===== config.mk =====
export PLATFORM = sky130hd
export DESIGN_NAME = extslot_flat
export DESIGN_NICKNAME = d
export VERILOG_FILES = /design/src/rtl/extslot_pkg.sv /design/src/rtl/extslot_if.sv /design/src/rtl/extslot.sv /design/src/flat_wrapper.sv
export SDC_FILE = /design/constraint.sdc
export NUM_CORES = 1
export LEC_CHECK = 0
export ABC_AREA = 0
export CAP_MARGIN = 20
export CORE_UTILIZATION = 32
export CTS_CLUSTER_SIZE = 25
export DETAILED_ROUTE_END_ITERATION = 6
export PLACE_DENSITY = 0.73
export SYNTH_ARGS = -nofsm -noshare
export SYNTH_HDL_FRONTEND = slang
export SYNTH_SLANG_ARGS = --single-unit

===== constraint.sdc =====
create_clock -name clk -period 1.4 [get_ports clk]
set_clock_uncertainty 0.15 [all_clocks]
set_input_delay 0.14 -clock clk [delete_from_list [all_inputs] [get_ports clk]]
set_output_delay 0.14 -clock clk [all_outputs]
set_load 0.02 [all_outputs]

===== src/rtl/extslot_pkg.sv =====
// Shared MSX-50BUS constants and slot helpers.
// Imported by the extslot bus interface and the expander core.
package extslot_pkg;

  localparam int BUS_ADDR_W = 16;
  localparam int BUS_DATA_W = 8;

  localparam logic [BUS_ADDR_W-1:0] EXTSLOT_REG_ADDR = 16'hFFFF;

  typedef logic [1:0] subslot_t;
  typedef logic [1:0] page_t;

  function automatic subslot_t page_field(
    input logic [7:0] sltsl,
    input page_t      page
  );
    return sltsl[{page, 1'b0} +: 2];
  endfunction

endpackage


===== src/rtl/extslot_if.sv =====
// MSX-50BUS request/response bundle between the bus front-end
// (master) and a memory-mapped block such as the expander (slave).
interface extslot_if;
  import extslot_pkg::*;

  logic [BUS_ADDR_W-1:0] bus_address;
  logic [BUS_DATA_W-1:0] bus_write_data;
  logic [BUS_DATA_W-1:0] bus_read_data;
  logic                  bus_read;
  logic                  bus_write;
  logic                  bus_io;
  logic                  bus_memory;
  logic                  bus_io_cs;
  logic                  bus_memory_cs;
  logic                  bus_read_ready;

  modport master (
    output bus_address, bus_write_data,
    output bus_read, bus_write,
    output bus_io, bus_memory,
    input  bus_io_cs, bus_memory_cs,
    input  bus_read_ready, bus_read_data
  );

  modport slave (
    input  bus_address, bus_write_data,
    input  bus_read, bus_write,
    input  bus_io, bus_memory,
    output bus_io_cs, bus_memory_cs,
    output bus_read_ready, bus_read_data
  );

endinterface


===== src/rtl/extslot.sv =====
// MSX secondary slot expander: FFFFh select register with inverted
// readback, and per-page decode of memory cycles into four sub-slots.
module extslot
  import extslot_pkg::*;
(
  input  logic       clk,
  input  logic       reset,
  extslot_if.slave   bus,
  output logic       extslot_memory0,
  output logic       extslot_memory1,
  output logic       extslot_memory2,
  output logic       extslot_memory3
);

  logic [7:0] sltsl;
  logic       rd_ready;
  logic [7:0] rd_data;
  logic       reg_hit;
  logic       hit_rd;
  logic       hit_wr;
  logic [3:0] sel;

  assign reg_hit = bus.bus_memory &&
                   (bus.bus_address == EXTSLOT_REG_ADDR);
  assign hit_rd  = bus.bus_read  && reg_hit;
  assign hit_wr  = bus.bus_write && reg_hit;

  // Readback samples sltsl before a same-edge write lands.
  always_ff @(posedge clk or posedge reset) begin
    if (reset) begin
      sltsl    <= 8'h00;
      rd_ready <= 1'b0;
      rd_data  <= 8'h00;
    end else begin
      rd_ready <= hit_rd;
      rd_data  <= hit_rd ? ~sltsl : 8'h00;
      if (hit_wr)
        sltsl <= bus.bus_write_data;
    end
  end

  always_comb begin
    sel = 4'b0000;
    if (bus.bus_memory &&
        (bus.bus_address != EXTSLOT_REG_ADDR))
      sel[page_field(sltsl, bus.bus_address[15:14])] = 1'b1;
  end

  assign extslot_memory0 = sel[0];
  assign extslot_memory1 = sel[1];
  assign extslot_memory2 = sel[2];
  assign extslot_memory3 = sel[3];

  assign bus.bus_io_cs      = 1'b0;
  assign bus.bus_memory_cs  = 1'b1;
  assign bus.bus_read_ready = rd_ready;
  assign bus.bus_read_data  = rd_data;

endmodule


===== src/flat_wrapper.sv =====
// flat-port wrapper written by rule: the top's interface ports become plain ports
module extslot_flat import extslot_pkg::*;
  (clk, reset, extslot_memory0, extslot_memory1, extslot_memory2, extslot_memory3, bus_bus_address, bus_bus_write_data, bus_bus_read, bus_bus_write, bus_bus_io, bus_bus_memory, bus_bus_io_cs, bus_bus_memory_cs, bus_bus_read_ready, bus_bus_read_data);
  extslot_if bus_i ();
  input  logic clk;
  input  logic reset;
  output logic extslot_memory0;
  output logic extslot_memory1;
  output logic extslot_memory2;
  output logic extslot_memory3;
  input wire logic [$bits(bus_i.bus_address)-1:0] bus_bus_address;
  input wire logic [$bits(bus_i.bus_write_data)-1:0] bus_bus_write_data;
  input wire logic [$bits(bus_i.bus_read)-1:0] bus_bus_read;
  input wire logic [$bits(bus_i.bus_write)-1:0] bus_bus_write;
  input wire logic [$bits(bus_i.bus_io)-1:0] bus_bus_io;
  input wire logic [$bits(bus_i.bus_memory)-1:0] bus_bus_memory;
  output wire logic [$bits(bus_i.bus_io_cs)-1:0] bus_bus_io_cs;
  output wire logic [$bits(bus_i.bus_memory_cs)-1:0] bus_bus_memory_cs;
  output wire logic [$bits(bus_i.bus_read_ready)-1:0] bus_bus_read_ready;
  output wire logic [$bits(bus_i.bus_read_data)-1:0] bus_bus_read_data;
  assign bus_i.bus_address = bus_bus_address;
  assign bus_i.bus_write_data = bus_bus_write_data;
  assign bus_i.bus_read = bus_bus_read;
  assign bus_i.bus_write = bus_bus_write;
  assign bus_i.bus_io = bus_bus_io;
  assign bus_i.bus_memory = bus_bus_memory;
  assign bus_bus_io_cs = bus_i.bus_io_cs;
  assign bus_bus_memory_cs = bus_i.bus_memory_cs;
  assign bus_bus_read_ready = bus_i.bus_read_ready;
  assign bus_bus_read_data = bus_i.bus_read_data;
  extslot u_core (.clk(clk), .reset(reset), .bus(bus_i), .extslot_memory0(extslot_memory0), .extslot_memory1(extslot_memory1), .extslot_memory2(extslot_memory2), .extslot_memory3(extslot_memory3));
endmodule

# Word-level counts from Yosys, hierarchy flattened

Cells that the tools add are included.

Flip-flop bits (word level): 17
Output and inout bits: 15

Magnitude comparators: 2
Eq/ne operators: 2
Shifts and indexed selects: 1
Multiplexer cells: 4
Bitwise operators: 1
Reductions and logical operators: 5

Operators by type and width:

| operator                                                                             | count |
|---|---|
| 16-bit equality test (second input constant)                                         | 1 |
| 16-bit inequality test (second input constant)                                       | 1 |
| 8-bit 2-to-1 mux                                                                     | 1 |
| 8-bit NOT                                                                            | 1 |
| 8-bit by 4-bit indexed part select with 2-bit output                                 | 1 |
| 1-bit logical AND                                                                    | 5 |
| 4-bit 2-to-1 mux                                                                     | 1 |
| 2-bit by 3-bit < comparator with 1-bit output (second input constant)                | 1 |
| 1-bit demux with 2-bit select                                                        | 1 |
| 2-bit by 1-bit greater-or-equal comparator with 1-bit output (second input constant) | 1 |
| 1-bit 2-to-1 mux                                                                     | 1 |

# Logic depth before layout (Yosys ltp)

Word-level depth: 6
Depth in mapped cells: 4
Depth with buffers taken out: 4

# Least setup slack after synthesis

OpenSTA, ideal clock, no wires.

Path type: flip-flop to output port
Start point: register u_core.sltsl[2]
End point: output extslot_memory2
Arrival time: 1639 ps
Required time: 1110 ps
Slack: -529 ps
Stages on the path, launching flop included: 3
Buffers on the path: 0
Cell sequence: dfrtp_1 mux4_1 nor4bb_1

Word-level cells in the longest chain between the ends: 6

RTL lines:

| item                                                                                                                                                | line              | source |
|---|---|---|
| start: declaration                                                                                                                                  | extslot.sv:15     | `logic [7:0] sltsl;` |
| start signal: assignment                                                                                                                            | extslot.sv:38     | `sltsl <= bus.bus_write_data;` |
| 8-bit by 4-bit indexed part select with 2-bit output (*)                                                                                            | extslot_pkg.sv:17 | `return sltsl[{page, 1'b0} +: 2];` |
| 2-bit by 3-bit < comparator with 1-bit output (implied by the code) or 2-bit by 1-bit greater-or-equal comparator with 1-bit output (tied branches) | extslot.sv:46     | `sel[page_field(sltsl, bus.bus_address[15:14])] = 1'b1;` |
| 1-bit logical AND (implied by the code)                                                                                                             | extslot.sv:46     |  |
| 1-bit 2-to-1 mux (implied by the code)                                                                                                              | extslot.sv:46     |  |
| 1-bit demux with 2-bit select (*)                                                                                                                   | n/a               |  |
| 4-bit 2-to-1 mux (*)                                                                                                                                | extslot.sv:44     | `if (bus.bus_memory &&` |
| end: declaration                                                                                                                                    | flat_wrapper.sv:9 | `output logic extslot_memory2;` |

Every way passes the cells marked *; elsewhere a longest branch is shown, timed or not.

# Worst setup path after layout

Start point: register u_core.sltsl[7]
End point: output extslot_memory0

Word-level cells in the longest chain between the ends: 6

RTL lines:

| item                                                                                                                                                | line              | source |
|---|---|---|
| 8-bit by 4-bit indexed part select with 2-bit output (*)                                                                                            | extslot_pkg.sv:17 |  |
| 2-bit by 3-bit < comparator with 1-bit output (implied by the code) or 2-bit by 1-bit greater-or-equal comparator with 1-bit output (tied branches) | extslot.sv:46     |  |
| 1-bit logical AND (implied by the code)                                                                                                             | extslot.sv:46     |  |
| 1-bit 2-to-1 mux (implied by the code)                                                                                                              | extslot.sv:46     |  |
| 1-bit demux with 2-bit select (*)                                                                                                                   | n/a               |  |
| 4-bit 2-to-1 mux (*)                                                                                                                                | extslot.sv:44     |  |
| end: declaration                                                                                                                                    | flat_wrapper.sv:7 | `output logic extslot_memory0;` |

Marked as above.

==> results by group <==
Final layout
  – Antenna diodes: 0
  – Area delta synth->final: 77.6%
  – Most common cell after layout, fill and taps aside: dfrtp_1
  – Share of post-route cells with drive strength above 1: a little under half
  – Final core occ: 60.3%
  – Final nets: roughly 140
  – Most frequent cells in the layout: dfrtp_1 (17), buf_4 (13), dlygate4sd2_1 (12), clkdlybuf4s50_1 (12)
  – Post-Layout Inst Area: between 1000 and 1500 sq um

Detailed routing
  – Residual DRC: 0
  – Wirelength per Cell: 13.5 um
  – DRT antenna net count: 0
  – Via/cell ratio: roughly 4.5
  – Drt pass-1 iters: 4
  – Routed wire length: 1860 um
  – 1st-iter DRT viols: 6
  – Routed vias: between 600 and 700

Global route
  – Total grt overflow: 0
  – Vias in the first global route: between 600 and 700
  – Pin count of the biggest net entering global routing: 18
  – Initial antenna violation count: 0
  – First-pass GRT wire length: between 3000 and 4000 um
  – GRT Util Overall: roughly 17%

Clock network
  – CTS max path bufs: 2
  – Clock insertion delay at the later pin of the skew report: roughly 280 ps
  – Clk sinks: 17
  – CTS buffer count: 3
  – TritonCTS clock tree: built
  – CTS HTree Levels: 1
  – Root buffer cell: clkbuf_4
  – Reg clk slew, reported paths: about 90 ps

Critical path
  – Startpoint Class: flip-flop
  – Critical path arrival: between 1500 and 2000 ps
  – Critical path type: flip-flop to primary output
  – Worst EP required: between 1000 and 1500 ps
  – Max Fanout on Critical Path: 2
  – Critical path endpoint category: primary output

Power
  – Sw Share: between 20% and 30%
  – Clock share of power: 29.1%
  – Total power: roughly 0.00086 W
  – Worst VDD drop: 0.000633 V
  – Reg power frac: between 50% and 60%
  – P_int: around 0.00068 W
  – Logic gate share of total power: a little over an eighth
  – Power Density: 649 nW/um^2
  – Leakage: around 0.72 nW
  – Sw Pwr: approximately 0.00018 W

STA
  – Final setup vio count: 12
  – Slew Limit Fails: 0
  – Fin crit period: just under 2000 ps
  – Maximum achievable frequency: around 500 MHz
  – Hold slack: 13.9 ps
  – Tcrit/Tclk final: 142%
  – RSZ-0062 raised after global routing: true
  – Setup WS post-layout: -582 ps
  – Hold Fails Final Rpt: 0

Synth
  – Synthesized area per cell: between 10 and 15 sq um
  – Sequential-to-total area share from yosys stat: between 50% and 60%
  – Synth cell types: 18
  – Synth Cell Area: 743 sq um
  – Net Count, Synth: just over 80
  – Yosys reg bits: 17
  – Yosys warning total: 0
  – Syn Inst Count: 53

Die
  – Starting Density: roughly a third
  – I/O pin count: 45
  – Die W: around 50 um
  – Die area: ~2500 sq um
  – Die H: around 50 um
  – Num rows: 17
  – Core area: 2190 sq um

Run status
  – Status: finished, violations left
  – Failing checks: setup timing

Placed design
  – Post-Place Cell Area: roughly 1300 sq um
  – Post-place setup slack: -1120 ps
  – Input/output buffers: 41
  – Dpl hpwl: approximately 1500 um
  – Routability Congestion: roughly 0.73

Flow run
  – Max cap viols: 0

Worst hold path
  – Worst hold path type: input port to asynchronous set/reset pin
[flip-flops by register name (all words and copies together) (netlist names)]
signal / flops
u_core.bus.bus_read_ready: 1
u_core.bus.bus_read_data: 8
u_core.sltsl: 8
[critical path, stage by stage (launching register included)]
cell and delay, ps:
dfrtp_1 390, mux4_2 520, nor3b_4 210, nor2b_4 170
buf_6 120
[layout make-up]
class,instances,area (sq um)
fill,199,871
timing repair buffer,55,485
sequential,17,425
multi-input combinational,32,340
tap,28,35.0
clock buffer,4,26.3
inverter,2,7.51
[power groups by stage]
| stage | Sequential [W] | Clock [W] | Combinational [W] |
|---|---|---|---|
| after floorplan | 0.000500 | 0 | 0.0000304 |
| after global placement | 0.000500 | 0 | 0.000121 |
| after detailed placement | 0.000500 | 0 | 0.000124 |
| after CTS | 0.000491 | 0.000261 | 0.000115 |
| after global routing | 0.000491 | 0.000287 | 0.000126 |
| final | 0.000491 | 0.000249 | 0.000117 |
[path summary, 6_finish.rpt]
path	endpoint	start	slack, ps	cells after the start
min in group clk	u_core.sltsl[4]	bus_bus_write_data[4]	320	2
max	extslot_memory0	u_core.sltsl[7]	-580	4
min reg2reg	u_core.bus.bus_read_data[0]	u_core.sltsl[0]	330	1
min	u_core.bus.bus_read_data[3]	reset	10	3
max reg2reg	u_core.sltsl[2]	u_core.sltsl[2]	350	2
max in group asynchronous	u_core.bus.bus_read_data[6]	reset	900	3
[cell usage after synthesis, drive strengths merged]
master   n  area share [%]
dfrtp   17              57
mux2     8              12
nor2     8             4.0
nand4    4             4.2
buf      2             2.0
conb     2             1.0
inv      2             1.0
mux4     2             7.1
nand3    2             3.0
and2     1            0.84
and4b    1             1.3
nor2b    1            0.84
nor3b    1             1.0
nor4     1             2.9
nor4bb   1             1.3
[through the flow]
| stage | TNS, ps | instances |
|---|---|---|
| floorplan | -1520 | 53 |
| global placement | -15770 | 133 |
| CTS | -2370 | 138 |
| detailed placement | -16420 | 133 |
| finish | -2400 | 138 |
| global route | -3090 | 138 |
[timing repair]
item / in CTS / in global routing
setup endpoints to repair: 30 / 12
pin swaps: 8 / 5
resized for setup: 78 / 10
hold buffers: 0 / 0
buffers inserted: 1 / 0
[logic make-up (layout without fill, tap and decap cells)]
group | after synthesis | after routing | synth area share [%]
buf+inv | 4 | 61 | 3.03
flops | 17 | 17 | 57.2
mux | 10 | 10 | 19.2
simple gates | 20 | 20 | 19.5
other cells | 2 | 2 | 1.01
[metal layers]
metal  GRT usage [%]  wire, um
met5               0         0
met4            1.43         0
met3            6.97       101
met2            29.1      1020
met1            22.0       738
Note: power is estimated with default switching activity, not from simulation.
